===== src/rtl/mux_arbiter_pkg.sv =====
// mux_arbiter_pkg: shared types and default constants for the two-requester
// mux arbiter.
//   arb_state_e : arbiter FSM states (IDLE, GNT_X, GNT_Y)
//   last_gnt_e  : which requester most recently entered a grant state
//   DEF_WIDTH   : default datapath width
//   DEF_HOLD    : default maximum consecutive grant cycles under contention
package mux_arbiter_pkg;

  typedef enum logic [1:0] {
    IDLE  = 2'd0,
    GNT_X = 2'd1,
    GNT_Y = 2'd2
  } arb_state_e;

  typedef enum logic {
    LAST_X = 1'b0,
    LAST_Y = 1'b1
  } last_gnt_e;

  localparam int DEF_WIDTH = 8;
  localparam int DEF_HOLD  = 4;

endpackage


===== src/rtl/mux_arbiter_mux8.sv =====
// mux8: two-input datapath select used by mux_arbiter.
// Ports:
//   s  (in)         select, 0 picks a, 1 picks b
//   a  (in, WIDTH)  input 0
//   b  (in, WIDTH)  input 1
//   y  (out, WIDTH) selected data (combinational)
module mux8 #(
  parameter int WIDTH = 8
) (
  input  logic             s,
  input  logic [WIDTH-1:0] a,
  input  logic [WIDTH-1:0] b,
  output logic [WIDTH-1:0] y
);

  assign y = s ? b : a;

endmodule


===== src/rtl/mux_arbiter.sv =====
// mux_arbiter: two-requester arbiter driving a registered 2:1 datapath mux.
// A requester keeps the grant while it requests; when the other side is
// waiting, the owner is preempted after HOLD consecutive grant cycles.
// Ties from IDLE go to the requester that did not win last (X after reset).
//
// state | meaning
// IDLE  | no grant, datapath output holds
// GNT_X | X owns the datapath, s=0
// GNT_Y | Y owns the datapath, s=1
//
// Ports:
//   clock   (in)          rising-edge clock
//   resetn  (in)          asynchronous active-low reset
//   req_x   (in)          requester X request
//   req_y   (in)          requester Y request
//   x       (in, WIDTH)   requester X data
//   y       (in, WIDTH)   requester Y data
//   gnt_x   (out)         X owns the datapath this cycle
//   gnt_y   (out)         Y owns the datapath this cycle
//   s       (out)         mux select, 1 in GNT_Y
//   m       (out, WIDTH)  registered mux output
//   m_valid (out)         m holds granted data
//   LEDR    (out, [9:4])  status LEDs
//
// Build option: MUX_ARBITER_LED_EN drives LEDR with grant/pending/count
// status; when undefined LEDR is tied to zero.
// HOLD must lie in 2..8 so the count fits LEDR[9:7].
module mux_arbiter
  import mux_arbiter_pkg::*;
#(
  parameter int WIDTH = DEF_WIDTH,
  parameter int HOLD  = DEF_HOLD
) (
  input  logic             clock,
  input  logic             resetn,
  input  logic             req_x,
  input  logic             req_y,
  input  logic [WIDTH-1:0] x,
  input  logic [WIDTH-1:0] y,
  output logic             gnt_x,
  output logic             gnt_y,
  output logic             s,
  output logic [WIDTH-1:0] m,
  output logic             m_valid,
  output logic [9:4]       LEDR
);

  localparam int            CW      = $clog2(HOLD);
  localparam logic [CW-1:0] CNT_MAX = CW'(HOLD - 1);

  arb_state_e    state_q, state_d;
  last_gnt_e     last_q, last_d;
  logic [CW-1:0] count_q, count_d;
  logic          gnt_x_q, gnt_y_q, s_q, m_valid_q;
  logic [WIDTH-1:0] m_q;
  logic [WIDTH-1:0] mux_out;

  mux8 #(.WIDTH(WIDTH)) u_mux (
    .s (s_q),
    .a (x),
    .b (y),
    .y (mux_out)
  );

  always_comb begin
    state_d = state_q;
    count_d = count_q;
    last_d  = last_q;
    unique case (state_q)
      IDLE: begin
        if (req_x && (!req_y || last_q == LAST_Y)) begin
          state_d = GNT_X;
        end else if (req_y) begin
          state_d = GNT_Y;
        end
      end
      GNT_X: begin
        if (!req_x) begin
          state_d = req_y ? GNT_Y : IDLE;
        end else if (count_q == CNT_MAX) begin
          // End of a hold window: hand over if Y waits, else start a new window.
          if (req_y) state_d = GNT_Y;
          else       count_d = '0;
        end else begin
          count_d = count_q + CW'(1);
        end
      end
      GNT_Y: begin
        if (!req_y) begin
          state_d = req_x ? GNT_X : IDLE;
        end else if (count_q == CNT_MAX) begin
          if (req_x) state_d = GNT_X;
          else       count_d = '0;
        end else begin
          count_d = count_q + CW'(1);
        end
      end
      default: state_d = IDLE;
    endcase

    if (state_d != state_q) begin
      count_d = '0;
      if (state_d == GNT_X)      last_d = LAST_X;
      else if (state_d == GNT_Y) last_d = LAST_Y;
    end
  end

  // Grant/select outputs are registered from the next state so they line up
  // with state_q without any output decode.
  always_ff @(posedge clock or negedge resetn) begin
    if (!resetn) begin
      state_q   <= IDLE;
      count_q   <= '0;
      last_q    <= LAST_Y;
      gnt_x_q   <= 1'b0;
      gnt_y_q   <= 1'b0;
      s_q       <= 1'b0;
      m_q       <= '0;
      m_valid_q <= 1'b0;
    end else begin
      state_q   <= state_d;
      count_q   <= count_d;
      last_q    <= last_d;
      gnt_x_q   <= (state_d == GNT_X);
      gnt_y_q   <= (state_d == GNT_Y);
      s_q       <= (state_d == GNT_Y);
      m_valid_q <= gnt_x_q | gnt_y_q;
      if (gnt_x_q | gnt_y_q) m_q <= mux_out;
    end
  end

  assign gnt_x   = gnt_x_q;
  assign gnt_y   = gnt_y_q;
  assign s       = s_q;
  assign m       = m_q;
  assign m_valid = m_valid_q;

`ifdef MUX_ARBITER_LED_EN
  // Pending flag is registered so every LED bit is zero while in reset.
  logic pend_q;

  always_ff @(posedge clock or negedge resetn) begin
    if (!resetn) pend_q <= 1'b0;
    else         pend_q <= req_x & req_y;
  end

  assign LEDR = {3'(count_q), pend_q, gnt_y_q, gnt_x_q};
`else
  assign LEDR = '0;
`endif

endmodule


===== config.mk =====
export PLATFORM = sky130hd
export DESIGN_NAME = mux_arbiter
export DESIGN_NICKNAME = d
export VERILOG_FILES = /design/src/rtl/mux_arbiter_pkg.sv /design/src/rtl/mux_arbiter_mux8.sv /design/src/rtl/mux_arbiter.sv
export SDC_FILE = /design/constraint.sdc
export NUM_CORES = 1
export LEC_CHECK = 0
export CAP_MARGIN = 20
export CELL_PAD_IN_SITES_DETAIL_PLACEMENT = 1
export CELL_PAD_IN_SITES_GLOBAL_PLACEMENT = 1
export CORE_MARGIN = 8
export CORE_UTILIZATION = 27
export CTS_CLUSTER_SIZE = 8
export DETAILED_ROUTE_END_ITERATION = 7
export PLACE_DENSITY_LB_ADDON = 0.1
export SYNTH_ARGS = -nofsm -noshare
export SYNTH_HDL_FRONTEND = slang
export SYNTH_SLANG_ARGS = --single-unit

===== constraint.sdc =====
create_clock -name clock -period 1.6 [get_ports clock]
set_input_delay 0.24 -clock clock [delete_from_list [all_inputs] [get_ports clock]]
set_output_delay 0.24 -clock clock [all_outputs]
set_load 0.02 [all_outputs]

### Yosys cells after proc, flatten, opt, wreduce, memory -nomap -nowiden

Index checks and enable logic that the tools add are counted.

| cells by class | value |
|---|---|
| $add $sub $neg | 1 |
| equal/unequal tests | 10 |
| mux-type cells | 21 |
| bitwise logic cells | 1 |
| reduce and logical (&&, ||, !) cells | 8 |

Operators with widths:

| cell | count |
|---|---|
| 2-bit 2-to-1 mux | 15 |
| 8-bit 2-to-1 mux | 1 |
| 4-bit != test, second input constant | 2 |
| 2-bit equality test, second input constant | 3 |
| 3-bit != test, second input constant | 2 |
| 2-bit one-hot mux with 3 select lines | 1 |
| 5-bit AND reduction | 1 |
| 2-bit by 1-bit equality test with 1-bit output, second input constant | 2 |
| 2-bit one-hot mux with 2 select lines | 1 |
| 1-bit 2-to-1 mux | 3 |
| 3-bit nonzero test | 1 |
| 2-bit by 1-bit adder with 2-bit output, second input constant | 1 |
| 2-bit logical NOT | 1 |
| 2-bit != test | 1 |
| 2-bit AND reduction | 1 |
| 2-bit nonzero test | 1 |
| 1-bit logical AND | 1 |
| 1-bit logical NOT | 1 |
| 1-bit logical OR | 1 |
| 1-bit bitwise OR | 1 |

| storage, ports and cells | value |
|---|---|
| register bits after elaboration | 16 |
| bits of input ports | 20 |
| output and inout port bits | 18 |
| word-level logic and storage cells | 48 |

### Depth between registers and ports, before layout

| depth | value |
|---|---|
| depth after elaboration | 8 |
| gate-level depth with buffers | 8 |
| gate-level depth less buffers | 8 |

### Cells and area by module

A second synthesis with hierarchy kept.

| second synthesis, totals | value |
|---|---|
| cell total of the unflattened synthesis | 80 |
| area total of the unflattened synthesis | 967.2 um^2 |

Modules (own cells, without submodules):

| module | times used | cells an instance | area each (um^2) | seq. area each (um^2) |
|---|---|---|---|---|
| mux_arbiter | 1 | 71 | 835.8 | 401.6 |
| mux8 | 1 | 9 | 131.4 | 0.0 |

### Worst setup path before layout

Ideal clock, no wire load.

| timing | value |
|---|---|
| kind | reg-to-reg |
| from | register count_q[0] |
| to | register last_q |
| library setup time | 0.091 ns |
| arrival time | 1.656 ns |
| data required time | 1.509 ns |
| path slack | -0.146 ns |
| cell stages (with the launch flop) | 8 |
| path buffers | 0 |
| period minus slack after synthesis | 1.746 ns |
| cells stage by stage | dfrtp_1 ha_1 a22o_2 nand2_1 and3_1 ha_1 o21bai_1 o31ai_1 |

| between the ends | value |
|---|---|
| longest elaborated chain between the ends | 7 |
| elaborated cells between the ends (all ways) | 12 |
| those cells by class | eq/ne (4); mux (6); reduce/logical (2) |

RTL lines:

| item | line | source |
|---|---|---|
| from (decl) | mux_arbiter.sv:53 | `logic [CW-1:0] count_q, count_d;` |
| from (signal assigned) | mux_arbiter.sv:122 | `count_q <= count_d;` |
| 2-bit equality test * | mux_arbiter.sv:80, mux_arbiter.sv:91 |  |
| 2-bit 2-to-1 mux (on tied branches) | mux_arbiter.sv:91, mux_arbiter.sv:80 |  |
| 2-bit 2-to-1 mux (on tied branches) | mux_arbiter.sv:89, mux_arbiter.sv:78 |  |
| 2-bit one-hot mux with 3 select lines * | mux_arbiter.sv:69 | `unique case (state_q)` |
| net state_d[1] | mux_arbiter.sv:51 | `arb_state_e state_q, state_d;` |
| 2-bit by 1-bit equality test with 1-bit output or 2-bit equality test (tied branches) | mux_arbiter.sv:103, mux_arbiter.sv:104 |  |
| 2-bit nonzero test (no source line) | - |  |
| 2-bit AND reduction (no source line) | - |  |
| to (signal assigned) | mux_arbiter.sv:123 | `last_q <= last_d;` |
| to (decl) | mux_arbiter.sv:52 | `last_gnt_e last_q, last_d;` |

Mark *: on every way through the listed nets, which the timed path passes. The rest lies on a longest branch.
A chain may end at the register's enable or synchronous reset.

### Worst setup path after layout

| timing | value |
|---|---|
| from | register count_q[1] |
| to | register last_q |

The elaborated chain is that of the path after synthesis.

==> results.toml <==
[routing]
first_iter_violations = 16
remaining_drc_errors = 0
final_antenna_net_count = 0
dr.pass1.iters = 3
num_vias = 751
drt-met1-wl_um = 1120
viasPerCell = 4.32
met3_length_um = 220
wl_per_cell_um = 14.7
finalWirelength_um = 2560
wl_met2_um = 1180
dr.max_layer_used = "met4"

[synth]
async_flop_share_pct = 100
ys_types = 27
ys_ff_latch = 16
synthAdderAreaFrac_pct = 4.40
syn_inst = 84
synth_mux_area_share_pct = 11.7
ys_seq_area_share_pct = 47.1
synth_xor_area_share_pct = 0
synth_top_family_by_area = "compound AO/OA/AOI/OAI gates"
ys_warn_count = 0
synth_area_leaders = "dfrtp_1 44%, mux2i_1 12%, buf_4 6.2%"
synthFlopType = "dfrtp_1"
synth-simple-area-share_pct = 13.9
syn_area_um2 = 853
synth_compound_area_share_pct = 14.8
yosysTopAreaCell = "dfrtp_1"
syn_avg_cell_area_um2 = 10.2
synth_top_area_share_pct = 44.0
synth_edf_count = 0

[sta]
finalSetupTns_ns = -0.172
maxSlewViolCount = 0
fmax_mhz = 564
hold_viol_final = 0
setup_slack_ns = -0.172
setup_viol = 1
fin_crit_ns = 1.77
period_share_pct = 111
clock_skew_ns = 0.00827
grt_setup_unrepaired = "true"

[setup_path]
cpPeakStageDelay_ns = 0.43
reg2reg_slack_ns = -0.17
path_max_fanout = 5
slowest_stage = "dfrtp_1"
crit_path_frequent_cell = "ha_4"
crit_buf_inv = 0
cp.arrival_ns = 1.99
setup.worst_path.start_class = "flip-flop"
end_kind = "flip-flop"
worstPathRequired_ns = 1.82
crit_family = "compound AO/OA/AOI/OAI gates"
critPathKind = "flip-flop to flip-flop"
cp_cell_sequence = "ha_4 > a22o_4 > nand2_2 > and3_4 > ha_4 > o21bai_4 > o21ai_2 > o31ai_2"

[cells_and_area]
antenna_cells = 0
instances_no_fill = 174
syn2layout_area_growth_pct = 63.8
num-nets-final = 154
drive_above_1_share_pct = 26.2
fin_area_um2 = 1400
finish.utilization_pct = 46.2

[global_route]
grt_pass1_wl_um = 4260
antenna_found_initial = 0
grt_start_max_net_pins = 18
overflow = 0
gr-usage-all-layers_pct = 10.5
first_global_vias = 853

[clocking]
cts_buffer_depth = 2
hold_buffers = 0
htree_levels = 1
cts_root_buffer = "clkbuf_4"
clk_pin_slew_ns = 0.10
clock_sinks = 16
cts_tree = "yes"
cts_buffers = 3
clk_latency_ns = 0.29

[run]
max-cap-violations = 0

[pwr]
ir_drop_mv = 0.326
seq_power_share_pct = 35.7
power.leakage_uw = 0.000604
p_clk_share_pct = 15.8
netSwitchingPower_uw = 622
p_int_uw = 1120
power_density_nw_per_um2 = 1240
sw_frac_of_total_pct = 35.8
combPwrFrac_pct = 48.5

[place]
io_buffers = 31
dpl-instance-area_um2 = 1290
dp_hpwl_um = 1980
post-place-cells = 169
place_congestion = 0.790

[status]
status = "complete, but fails checks"
violations = "setup timing"

[floorplan]
design.die.area_um2 = 5220
initial_core_util_pct = 28.2
ios = 38
rows = 20
core_area_um2 = 3030
die_y_um = 72.2
die_w_um = 72.2

[hold_path]
hold_path_class = "input pin to asynchronous set/reset pin"
-- cell usage after synthesis (all sizes together) (2+ instances only) --
cell and instances:
dfrtp 15, nor2 6, nor2b 2, ha 3
mux2i 10, nand3 2, o21ai 12, nand2 11
buf 8
-- state kept, by name, summed over array words and instances, names as in the netlist --
register / count
s: 1
count_q: 2
m: 8
state_q: 2
m_valid: 1
gnt_x: 1
last_q: 1
-- power groups by stage --
stage	logic (µW)	clock network [µW]	registers [µW]
floorplan	273	0	739
global placement	766	0	613
detailed placement	780	0	625
CTS	832	289	618
global route	923	298	638
finish	842	274	621
-- cells by family (layout without fill, tap and decap cells) --
family,Yosys count,after routing
simple gates,26,26
other cells,1,6
buf+inv,10,51
flops,16,16
fa+ha+maj,3,3
mux,10,10
compound gates,18,18
-- worst reg2reg max path, stage by stage, from the launching register on --
cell and delay (ns):
dfrtp_1 0.43, ha_4 0.20, a22o_4 0.25, nand2_2 0.07, and3_4 0.19, ha_4 0.19, o21bai_4 0.17, o21ai_2 0.13
o31ai_2 0.07
-- metal layers --
layer,up-vias,GRT usage [%]
li1,368,-
met1,353,12.6
met2,26,16.3
met3,4,3.58
met4,0,4.76
met5,-,0
-- per-stage QoR --
stage	setup WS [ns]	power, µW	hold WS, ns
2_1_floorplan	-0.0759	1010	-0.0556
3_3_place_gp	-0.234	1380	0.502
3_5_place_dp	-0.296	1400	0.514
4_1_cts	-0.202	1740	0.266
5_1_grt	-0.220	1860	0.284
6_report	-0.172	1740	0.265
-- area by class of cell --
type	instances	area, µm²
clock buffer	4	36.3
fill	351	1630
inverter	1	3.75
multi-input combinational	63	478
sequential	16	402
tap	44	55.1
timing repair buffer	46	423
-- layout by cell type, fill, tap and decap left out, types with 2 or more instances in the layout --
cell type,Yosys,layout
nor2b_1,2,2
mux2i_1,10,10
clkbuf_4,0,3
dfrtp_1,15,15
nand2_1,11,10
o21ai_1,1,2
nor2_1,6,6
buf_4,7,15
clkdlybuf4s50_1,0,31
conb_1,1,6
ha_4,0,2
o21ai_0,10,8
-- timing repair --
item | in CTS | in global routing
setup endpoints to repair | 1 | 3
resized for setup | 6 | 5
endpoints found under the hold margin | 0 | 0
buffers inserted | 1 | 0
pin swaps | 3 | 2
-- path summary, 6_finish.rpt --
path | endpoint | cells past startpoint | from
min in group clock | m[6] | 3 | y[6]
max in group asynchronous | last_q | 2 | resetn
hold / removal | gnt_x | 2 | resetn
setup / recovery | last_q | 8 | count_q[1]
hold reg to reg | last_q | 2 | last_q
setup reg to reg | last_q | 8 | count_q[1]
Note: power is estimated with default switching activity, not from simulation.
==> patch (config.mk and constraints unchanged) <==
Add a define of `MUX_ARBITER_LED_EN`.
--- a/src/rtl/mux_arbiter.sv
+++ b/src/rtl/mux_arbiter.sv
@@ -26,4 +26,6 @@
 // status; when undefined LEDR is tied to zero.
 // HOLD must lie in 2..8 so the count fits LEDR[9:7].
+`define MUX_ARBITER_LED_EN
+
 module mux_arbiter
   import mux_arbiter_pkg::*;
Check against the original RTL: not equivalent (Yosys sat finds a counterexample within 4 cycles, from zero or initial values and one cycle with resetn low).
==> patch against the original RTL <==
  * Synthesized area up 1.5%
  * Routed wire length down 3.9%
  * Worst setup slack better by 0.024 ns
  * Maximum frequency up 1.4%
  * The flow still finishes with violations (negative setup slack)
  * Total power up 0.14%
  * Global-route usage down 0.42 points
  * Sequential cell count up 1
  * Critical endpoint unchanged
  * Design area up 4.5%
==> patch: results (changes against the original RTL) <==
| Metric | Value |
|---|---|
| Total negative slack | -0.149 ns (was -0.172 ns) |
| First-pass DRT Iterations | 4 (was 3) |
| Number of global-route vias before repair | 903 (was 853) |
| Port bufs | 36 (was 31) |
| Synth area leaders | dfrtp_1 (46%), mux2i_1 (12%), o21ai_0 (5.8%), nand2_1 (4.8%), buf_4 (4.3%) (was dfrtp_1 (44%), mux2i_1 (12%), buf_4 (6.2%), o21ai_0 (5.9%), nand2_1 (4.8%)) |
| First-pass GRT wire length | 4230 um (was 4260 um) |
| Met2 usage | 0.176 (was 0.163) |
| Via Count | 797 (was 751) |
| Cell Area, Placed | 0.00136 mm2 (was 0.00129 mm2) |
| Synth unique cells | 29 (was 27) |
| Violation count after the first detailed-route iteration | 27 (was 16) |
| Final net count | 156 (was 154) |
| Clock skew | 0.000571 ns (was 0.00827 ns) |
| VDD IR-drop max | 0.502 mV (was 0.326 mV) |
| Final setup margin | -0.149 ns (was -0.172 ns) |
| Antenna violations before repair | 0 (unchanged) |
| DRT Wirelength | 2460 um (was 2560 um) |
| Worst path arrival time | 1.97 ns (was 1.99 ns) |
| Failing checks | negative setup slack (unchanged) |
| Register area share after synthesis | 0.493 (was 0.471) |
| Largest net degree at the start of global routing | 18 (unchanged) |
| Overall routing resource usage | 0.100 (was 0.105) |
| Share of cells above drive strength 1 | 0.288 (was 0.262) |
| Pleak | 0.677 nW (was 0.604 nW) |
| Post-synth top cells | dfrtp_1 (16), nand2_1 (11), mux2i_1 (10), o21ai_0 (10) (was dfrtp_1 (15), nand2_1 (11), mux2i_1 (10), o21ai_0 (10), buf_4 (7)) |
| Final setup fails | 1 (unchanged) |
| M3 GR Usage | 0.0522 (was 0.0358) |
| Reg-to-reg startpoint | count_q[0] (was count_q[1]) |
| Met1 Track Usage GR | 0.104 (was 0.126) |
| GP Congestion | 0.761 (was 0.790) |
| Run status | complete, but fails checks (unchanged) |
| Post-DP HPWL | 1960 um (was 1980 um) |
| Fillers | 353 (was 351) |
patch: changes by cell type after synthesis, sizes merged:
cell   delta
and2      +1
dfrtp     +1
buf       -2
patch: cells by family after synthesis:
group / count (synthesis) / synth area share
mux: 10 / 0.116
buf+inv: 8 / 0.0578
compound gates: 18 / 0.139
other cells: 1 / 0.00433
fa+ha+maj: 3 / 0.0434
simple gates: 27 / 0.147
flops: 17 / 0.493
patch: final cells by class:
class                           instances  area (um2)  area share
Clock buffer                            3        22.5      0.0154
Tap cell                               44        55.1      0.0377
Multi-Input combinational cell         59         464       0.318
Inverter                                1        3.75     0.00257
Clock inverter                          1        5.00     0.00343
Timing Repair Buffer                   51         480       0.329
Sequential cell                        17         429       0.294
patch: stage by stage:
stage                     std cells  utilization  setup slack (ns)  total power [mW]
after floorplan                  84            -            -0.145              1.05
after global placement          171        0.444            -0.268              1.44
after detailed placement        171        0.444            -0.381              1.46
after CTS                       176        0.470            -0.182              1.76
after global routing            176        0.478            -0.192              1.87
final                           176        0.478            -0.149              1.74
patch: final timing paths:
kind	end	slack, ns	cells after the start
min in group clock	m[0]	0.51	3
max in group asynchronous	last_q	1.07	2
worst max register to register	last_q	-0.15	8
worst max-delay path	last_q	-0.15	8
worst min register to register	last_q	0.52	2
worst min-delay path	pend_q	0.28	2
patch: layer usage:
layer	part of all wire	vias up
met2	0.51	27
met4	0.0049	0
met3	0.086	2
met5	0	-
met1	0.40	388
li1	-	380
patch: worst max-delay path, stage by stage, from the launching register on:
cell and delay [ns]:
dfrtp_2 0.43, ha_4 0.19, a22o_4 0.24, nand2_2 0.06, and3_4 0.20, ha_4 0.19, o21bai_4 0.17, o21ai_2 0.13
o31ai_2 0.08
patch: power by group:
group	total, mW	switching (mW)	internal (mW)
Combinational	0.861	0.416	0.446
Clock	0.223	0.130	0.0929
Sequential	0.656	0.0923	0.564
Total	1.74	0.638	1.10
patch: timing repair:
action / 4_1_cts / 5_1_grt
pin swaps: 4 / 2
resized for setup: 10 / 8
setup buffers: 1 / 0
endpoints found under the setup margin: 3 / 8
